$ cat src/rtl/synth_fp_pkg.sv
// -----------------------------------------------------------------------------
// synth_fp_pkg
//   Shared definitions for the synth float32 datapath blocks.
//   - FP_ZERO / FP_ONE : float32 bit patterns used as constants.
//   - mix_state_e      : state encoding of the voice mixer sequencer.
// -----------------------------------------------------------------------------
package synth_fp_pkg;

  localparam logic [31:0] FP_ZERO = 32'h0000_0000;
  localparam logic [31:0] FP_ONE  = 32'h3F80_0000;

  typedef enum logic [2:0] {
    ST_IDLE     = 3'd0,
    ST_SCAN     = 3'd1,
    ST_RD_WAIT  = 3'd2,
    ST_RD_TAKE  = 3'd3,
    ST_ADD_GO   = 3'd4,
    ST_ADD_WAIT = 3'd5,
    ST_OUT      = 3'd6
  } mix_state_e;

endpackage

$ cat src/rtl/fp_voice_mixer.sv
// -----------------------------------------------------------------------------
// fp_voice_mixer
//   Sums the float32 samples of all active synth voices into one mixed sample
//   per frame. Voices are visited in ascending index order; each active
//   sample is fetched from a synchronous voice RAM and folded into a running
//   sum by an external fpadd. This block performs no float arithmetic: the
//   first active sample is taken verbatim, later ones go through fpadd.
//
// Ports
//   clk         clock
//   reset       synchronous, active-high
//   start       begin a frame (sampled only when idle)
//   voice_mask  active voice slots, latched when start is accepted
//   rd_addr     voice RAM read address (registered)
//   rd_data     voice RAM sample, valid one cycle after rd_addr
//   add_start   one-cycle operand strobe, wired to fpadd reset
//   add_a       fpadd dataa (running sum)
//   add_b       fpadd datab (new sample)
//   add_result  fpadd result
//   add_done    fpadd done
//   mix_out     mixed sample, held until the next frame completes
//   mix_valid   one-cycle pulse when mix_out updates
//   busy        high from accepted start until return to idle
//   err         sticky adder timeout flag, cleared only by reset
// -----------------------------------------------------------------------------
module fp_voice_mixer
  import synth_fp_pkg::*;
#(
  parameter int NVOICE      = 8,
  parameter int ADDR_W      = 3,
  parameter int ADD_TIMEOUT = 15
) (
  input  logic              clk,
  input  logic              reset,
  input  logic              start,
  input  logic [NVOICE-1:0] voice_mask,
  output logic [ADDR_W-1:0] rd_addr,
  input  logic [31:0]       rd_data,
  output logic              add_start,
  output logic [31:0]       add_a,
  output logic [31:0]       add_b,
  input  logic [31:0]       add_result,
  input  logic              add_done,
  output logic [31:0]       mix_out,
  output logic              mix_valid,
  output logic              busy,
  output logic              err
);

  localparam int TMO_W = (ADD_TIMEOUT < 2) ? 1 : $clog2(ADD_TIMEOUT + 1);

  localparam logic [ADDR_W-1:0] LAST_IDX = ADDR_W'(NVOICE - 1);
  // Last ADD_WAIT cycle before giving up on the adder: the wait lasts
  // exactly ADD_TIMEOUT cycles.
  localparam logic [TMO_W-1:0]  TMO_LAST = TMO_W'(ADD_TIMEOUT - 1);

  mix_state_e        state;
  logic [NVOICE-1:0] mask;
  logic [ADDR_W-1:0] idx;
  logic              first;
  logic [31:0]       acc;
  logic [TMO_W-1:0]  tmo;

  always_ff @(posedge clk) begin
    if (reset) begin
      state     <= ST_IDLE;
      mask      <= '0;
      idx       <= '0;
      first     <= 1'b0;
      acc       <= FP_ZERO;
      tmo       <= '0;
      rd_addr   <= '0;
      add_start <= 1'b0;
      add_a     <= FP_ZERO;
      add_b     <= FP_ZERO;
      mix_out   <= FP_ZERO;
      mix_valid <= 1'b0;
      busy      <= 1'b0;
      err       <= 1'b0;
    end else begin
      // NOTE: pulse outputs default low here so that any state raising them
      // produces exactly one cycle; all state uses non-blocking assignments.
      add_start <= 1'b0;
      mix_valid <= 1'b0;

      case (state)
        ST_IDLE: begin
          if (start) begin
            mask  <= voice_mask;
            idx   <= '0;
            first <= 1'b1;
            busy  <= 1'b1;
            state <= ST_SCAN;
          end
        end

        // One voice slot per cycle; inactive slots are skipped in place.
        ST_SCAN: begin
          if (mask[idx]) begin
            rd_addr <= idx;
            state   <= ST_RD_WAIT;
          end else if (idx == LAST_IDX) begin
            state <= ST_OUT;
          end else begin
            idx <= idx + 1'b1;
          end
        end

        // The RAM registers rd_addr; data appears one cycle later.
        ST_RD_WAIT: begin
          state <= ST_RD_TAKE;
        end

        ST_RD_TAKE: begin
          if (first) begin
            // First active voice seeds the sum verbatim, no add needed.
            acc   <= rd_data;
            first <= 1'b0;
            if (idx == LAST_IDX) begin
              state <= ST_OUT;
            end else begin
              idx   <= idx + 1'b1;
              state <= ST_SCAN;
            end
          end else begin
            // Operands are registered together with the strobe so they are
            // already stable while add_start is high in ADD_GO, and stay put
            // until the next RD_TAKE.
            add_a     <= acc;
            add_b     <= rd_data;
            add_start <= 1'b1;
            state     <= ST_ADD_GO;
          end
        end

        ST_ADD_GO: begin
          tmo   <= '0;
          state <= ST_ADD_WAIT;
        end

        // tmo == 0 is the cycle right after the strobe; add_done there may
        // still reflect the previous operation, so it is not trusted.
        ST_ADD_WAIT: begin
          if ((tmo != '0) && add_done) begin
            acc <= add_result;
            if (idx == LAST_IDX) begin
              state <= ST_OUT;
            end else begin
              idx   <= idx + 1'b1;
              state <= ST_SCAN;
            end
          end else if (tmo == TMO_LAST) begin
            // Abort the frame: mix_out keeps the previous frame's value.
            err   <= 1'b1;
            busy  <= 1'b0;
            state <= ST_IDLE;
          end else begin
            tmo <= tmo + 1'b1;
          end
        end

        ST_OUT: begin
          // first still set means no voice was active in this frame.
          mix_out   <= first ? FP_ZERO : acc;
          mix_valid <= 1'b1;
          busy      <= 1'b0;
          state     <= ST_IDLE;
        end

        default: begin
          state <= ST_IDLE;
        end
      endcase
    end
  end

endmodule
$ cat config.mk
export PLATFORM = sky130hd
export DESIGN_NAME = fp_voice_mixer
export DESIGN_NICKNAME = d
export VERILOG_FILES = /design/src/rtl/synth_fp_pkg.sv /design/src/rtl/fp_voice_mixer.sv
export SDC_FILE = /design/constraint.sdc
export NUM_CORES = 1
export LEC_CHECK = 0
export ABC_AREA = 1
export BUFFER_PORTS_ARGS = -buffer_cell sky130_fd_sc_hd__buf_2
export CORE_UTILIZATION = 50
export CTS_CLUSTER_DIAMETER = 50
export DETAILED_ROUTE_END_ITERATION = 10
export PLACE_DENSITY_LB_ADDON = 0.1
export SLEW_MARGIN = 20
export SYNTH_ARGS = -nofsm -noshare
export SYNTH_HDL_FRONTEND = slang
export SYNTH_SLANG_ARGS = --single-unit
export TNS_END_PERCENT = 30
$ cat constraint.sdc
create_clock -name clk -period 3.8 [get_ports clk]
set_input_delay 0.38 -clock clk [delete_from_list [all_inputs] [get_ports clk]]
set_output_delay 0.38 -clock clk [all_outputs]
set_load 0.02 [all_outputs]
Word-level counts from Yosys, hierarchy flattened

Index checks and enable logic that the tools add are counted.

Flip-flop bits (word level): 154
Input bits: 76
Output and inout port bits: 103
Word-level logic and storage cells: 86

$add $sub $neg: 2
Order comparisons: 1
Equal/unequal tests: 17
Multiplexer cells: 30
Bitwise operators: 3
Reductions and logical operators: 19

Operators by type and width:

| cell                  | number |
|---|---|
| $mux W32              | 3 |
| $pmux W32 S2          | 1 |
| $mux W3               | 12 |
| $pmux W3 S6           | 1 |
| $ne A2 B2 Y1 const B  | 7 |
| $eq A3 B3 Y1 const B  | 4 |
| $pmux W3 S4           | 1 |
| $reduce_and A3 Y1     | 4 |
| $mux W4               | 2 |
| $pmux W4 S2           | 1 |
| $reduce_and A2 Y1     | 4 |
| $reduce_bool A4 Y1    | 2 |
| $eq A3 B2 Y1 const B  | 2 |
| $mux W1               | 6 |
| $ne A3 B3 Y1 const B  | 2 |
| $reduce_bool A2 Y1    | 3 |
| $reduce_and A5 Y1     | 1 |
| $add A4 B1 Y4 const B | 1 |
| $eq A4 B4 Y1 const B  | 1 |
| $lt A3 B4 Y1 const B  | 1 |
| $reduce_and A4 Y1     | 1 |
| $add A3 B1 Y3 const B | 1 |
| $bmux W1 S3           | 1 |
| $eq A3 B1 Y1 const B  | 1 |
| other kinds (7)       | 9 |

Depth between registers and ports, before layout

Depth in word-level cells: 4
Gate-level depth with buffers: 11

Worst setup path after synthesis

No wires, ideal clock.

Path kind: flip-flop to flip-flop
From: register idx[0]
To: register idx[0]
Library setup time: 0.117 ns
Arrival: 1.410 ns
Setup slack: 2.273 ns
Cell stages (with the launch flop): 9
Clock period less this slack: 1.527 ns
Path through: dfxtp_1 > ha_1 > ha_1 > a21oi_1 > nand3_1 > nor2_1 > nand2_1 > o21ai_1 > nor2_1

Word-level cells in the longest chain between the ends: 4
Elaborated cells on any way between the ends: 11

RTL lines:

| what                                             | line                                                                | source |
|---|---|---|
| from (decl)                                      | fp_voice_mixer.sv:59                                                | `logic [ADDR_W-1:0] idx;` |
| from (signal assigned)                           | fp_voice_mixer.sv:105                                               | `idx <= idx + 1'b1;` |
| from (signal assigned)                           | fp_voice_mixer.sv:122                                               | `idx <= idx + 1'b1;` |
| from (signal assigned)                           | fp_voice_mixer.sv:149                                               | `idx <= idx + 1'b1;` |
| $add A3 B1 Y3, or another cell as far along      | fp_voice_mixer.sv:105, fp_voice_mixer.sv:122, fp_voice_mixer.sv:149 |  |
| $mux W3 or $mux W1 (tied branches)               | n/a                                                                 |  |
| $mux W3, or another cell as far along            | fp_voice_mixer.sv:144                                               | `if ((tmo != '0) && add_done) begin` |
| $pmux W3 S4 or $reduce_and A5 Y1 (tied branches) | n/a                                                                 |  |

Several ways; a longest one is shown, not always the timed one. The select of a mux whose other input is x is not followed.
A chain may end at the register's enable or synchronous reset.

Worst setup path in the final report

From: register state[0]
To: register acc[6]

Word-level cells in the longest chain between the ends: 3
Elaborated cells on any way between the ends: 7

RTL lines:

| what                                                         | line                  | source |
|---|---|---|
| from (decl)                                                  | fp_voice_mixer.sv:57  | `mix_state_e state;` |
| from (signal assigned)                                       | fp_voice_mixer.sv:66  | `state <= ST_IDLE;` |
| from (signal assigned)                                       | fp_voice_mixer.sv:93  | `state <= ST_SCAN;` |
| from (signal assigned)                                       | fp_voice_mixer.sv:101 | `state <= ST_RD_WAIT;` |
| $eq A3 B3 Y1 or $eq A3 B2 Y1 (tied branches)                 | fp_voice_mixer.sv:86  | `case (state)` |
| $ne A2 B2 Y1 (no line) or $reduce_bool A2 Y1 (tied branches) | n/a                   |  |
| $reduce_and A3 Y1 (no line)                                  | n/a                   |  |
| to (signal assigned)                                         | fp_voice_mixer.sv:117 | `acc <= rd_data;` |
| to (signal assigned)                                         | fp_voice_mixer.sv:145 | `acc <= add_result;` |
| to (decl)                                                    | fp_voice_mixer.sv:61  | `logic [31:0] acc;` |

Several ways; a longest one is shown, not always the timed one.

==> flow_metrics.env <==
export IMPL_clk_latency_ns=0.42
export IMPL_holdWs_ns=0.223
export IMPL_multiInputGateArea_um2=2480
export IMPL_layout_min_cycle_time_ns=2.53
export IMPL_cts_root_buf="clkbuf_16"
export IMPL_fin_skew_ns=0.00949
export IMPL_core_area_um2=11600
export IMPL_cts_max_path_buffers=2
export IMPL_layout_setup_ws_ns=1.27
export IMPL_ff2ff_setup_slack_ns=1.27
export IMPL_ctsResizeCount=0
export IMPL_register_area_um2=3080
export IMPL_outcome="finished, violations left"
export IMPL_port_buffers=178
export IMPL_drc=9
export IMPL_cts_setup_buffers=0
export IMPL_drt_initial_drc_count=528
export IMPL_layout_commonest_cell="buf_2"
export IMPL_first_global_vias=5417
export IMPL_hold_buffers=0
export IMPL_grt_pass1_wl_mm=27.1
export IMPL_regToRegEndpoint="acc[6]"
export IMPL_cap_viol_max_count=0
export IMPL_worstSetupEndpointType="flip-flop"
export IMPL_initial_core_util=0.520
export IMPL_n_fill_cell=1064
export IMPL_netlist_instances=793
export IMPL_fin_cells=1100
export IMPL_required_ns=4.15
export IMPL_placed_cells=1068
export IMPL_finalSetupViolCount=0
export IMPL_rows=39
export IMPL_maxSlewViolCount=0
export IMPL_dieArea_um2=12500
export IMPL_via_per_inst=5.40
export IMPL_place_ws_ns=1.26
export IMPL_dr_pass1_iters=9
export IMPL_overflow=0
export IMPL_drt_total_wl_mm=16.9
export IMPL_wl_per_cell_um=15.4
export IMPL_startpoint_type="flip-flop"
export IMPL_dp_final_hpwl_mm=11.9
export IMPL_cts_tree="yes"
export IMPL_grt_use_total=0.274
export IMPL_grt_setup_unrepaired="no"
export IMPL_powerDensity_nw_per_um2=609
export IMPL_postPlaceCellArea_um2=6940
export IMPL_cts_sinks=154
export IMPL_drive_above_1_share=0.237
export IMPL_grt_antenna_before_repair=0
export IMPL_finalHoldViolations=0
export IMPL_cp_data_arrival_time_ns=2.88
export IMPL_vdd_ir_drop_max_uv=286
export IMPL_n_antenna_cell=0
export IMPL_synth_area_um2=6040
export IMPL_final_area_um2=7540
export IMPL_fin_crit_sh=0.666
export IMPL_cts_buffers=17
export IMPL_clkTransAtPathRegs_ns=0.06
export IMPL_cp_max_fo=40
export IMPL_max_freq_ghz=0.395
export IMPL_htreeDepth=4
export IMPL_final_cell_mix="buf_2, dfxtp_1, nand2_1"
export IMPL_synth_ff_latch_count=154
export IMPL_antenna_left=0
export IMPL_final_nets=1026
export IMPL_synth_cell_types=26
export IMPL_hold_path_end="add_b[20]"
export IMPL_ios=179
export IMPL_synthToLayoutAreaGrowth_pct=24.8
export IMPL_ys_seq_area_frac=0.510
export IMPL_ys_warn_count=0
export IMPL_routabilityCongestion=0.899
export IMPL_hp_class="primary input to flip-flop"
export IMPL_min_from="rd_data[20]"
export IMPL_via_count=5945
export IMPL_reg2reg_from="state[0]"
export IMPL_r2r_cells=8
export IMPL_worst_pin_slew_ns=0.953
export IMPL_grt_start_max_net_pins=75
export IMPL_leakage_uw=0.00344
export IMPL_violations="DRC"
export IMPL_die_h_um=112
export IMPL_synth_nets=875
export IMPL_avgSynthCellArea_um2=7.62
export IMPL_min_path_cells=3
export IMPL_setup_tns_ns=0
export IMPL_setup_worst_path_class="flip-flop to flip-flop"
export IMPL_relSlewSlack=0.361
export IMPL_die_w_um=112
[area by class of cell]
| type | count | area share |
|---|---|---|
| clock buffer | 23 | 0.0647 |
| clock inverter | 9 | 0.0146 |
| inverter | 68 | 0.0340 |
| multi-input combinational | 518 | 0.329 |
| sequential | 154 | 0.409 |
| tap | 143 | 0.0237 |
| timing repair buffer | 185 | 0.125 |
[cells in the mapped netlist]
| cell type | count | share of area |
|---|---|---|
| clkinv_1 | 1 | 0.00062 |
| a211oi_1 | 1 | 0.0012 |
| a31oi_1 | 1 | 0.0010 |
| inv_2 | 5 | 0.0031 |
| o31ai_1 | 32 | 0.040 |
| o211ai_2 | 1 | 0.0021 |
| nand2_1 | 134 | 0.083 |
| o21ai_1 | 32 | 0.027 |
| nand2_2 | 2 | 0.0021 |
| nand3_2 | 1 | 0.0017 |
| nand4_1 | 1 | 0.0010 |
| o21ai_0 | 80 | 0.066 |
| dfxtp_1 | 154 | 0.51 |
| a21oi_1 | 53 | 0.044 |
| nor2_4 | 1 | 0.0019 |
| nor3_1 | 5 | 0.0041 |
| nor2_1 | 85 | 0.053 |
| buf_2 | 16 | 0.013 |
| nor2_2 | 1 | 0.0010 |
| clkbuf_1 | 27 | 0.017 |
| o211ai_1 | 1 | 0.0012 |
| inv_1 | 62 | 0.039 |
| ha_1 | 6 | 0.012 |
| nand3_1 | 81 | 0.067 |
| buf_4 | 3 | 0.0037 |
| buf_1 | 7 | 0.0043 |
[cells by family after synthesis]
group / after synthesis / synth area share
AND/OR/NAND/NOR: 311 / 0.215
AO/OA/AOI/OAI: 201 / 0.182
flip-flops: 154 / 0.510
buffers and inverters: 121 / 0.0803
adder cells (fa/ha/maj): 6 / 0.0124
[worst max-delay path by stage]
stage | start | to | slack (ns)
6_report | state[0] | acc[6] | 1.27
4_1_cts | state[0] | acc[6] | 1.25
2_1_floorplan | idx[0] | idx[0] | 2.27
3_5_place_dp | state[0] | acc[6] | 1.26
5_1_grt | state[0] | acc[5] | 1.05
3_3_place_gp | state[0] | acc[7] | 1.41
[power by group]
group	switching [µW]	internal, µW
clock network	654	1040
registers	88.6	1810
logic	714	290
total	1460	3140
[worst max-delay path: stages, from the launching register on]
cell      delay (ns)
dfxtp_1         0.46
nand2_2         0.14
nor2_4          0.29
buf_4           0.35
nand2_1         0.16
o211ai_4        0.41
buf_4           0.39
o21ai_1         0.09
a21oi_1         0.14
[routing by layer]
| metal | wire (µm) | vias up | GRT usage | share of wire |
|---|---|---|---|---|
| met1 | 7990 | 2753 | 0.375 | 0.47 |
| met4 | 255 | 0 | 0.100 | 0.015 |
| li1 | - | 2927 | - | - |
| met5 | 0 | - | 0 | 0 |
| met3 | 1320 | 23 | 0.0740 | 0.078 |
| met2 | 7320 | 242 | 0.414 | 0.43 |
[flip-flops by register name, summed over array words and instances (netlist names), 3 cells and up]
register,flops
acc,32
add_a,32
add_b,32
idx,3
mask,8
mix_out,32
rd_addr,3
state,3
tmo,4
[stage by stage]
step                      total power (µW)   util
after floorplan                       2630      -
after global placement                2880  0.598
after detailed placement              2920  0.598
after CTS                             4600  0.649
after global routing                  4820  0.649
final                                 4590  0.649
No activity file was read; power rests on OpenSTA's default activity.
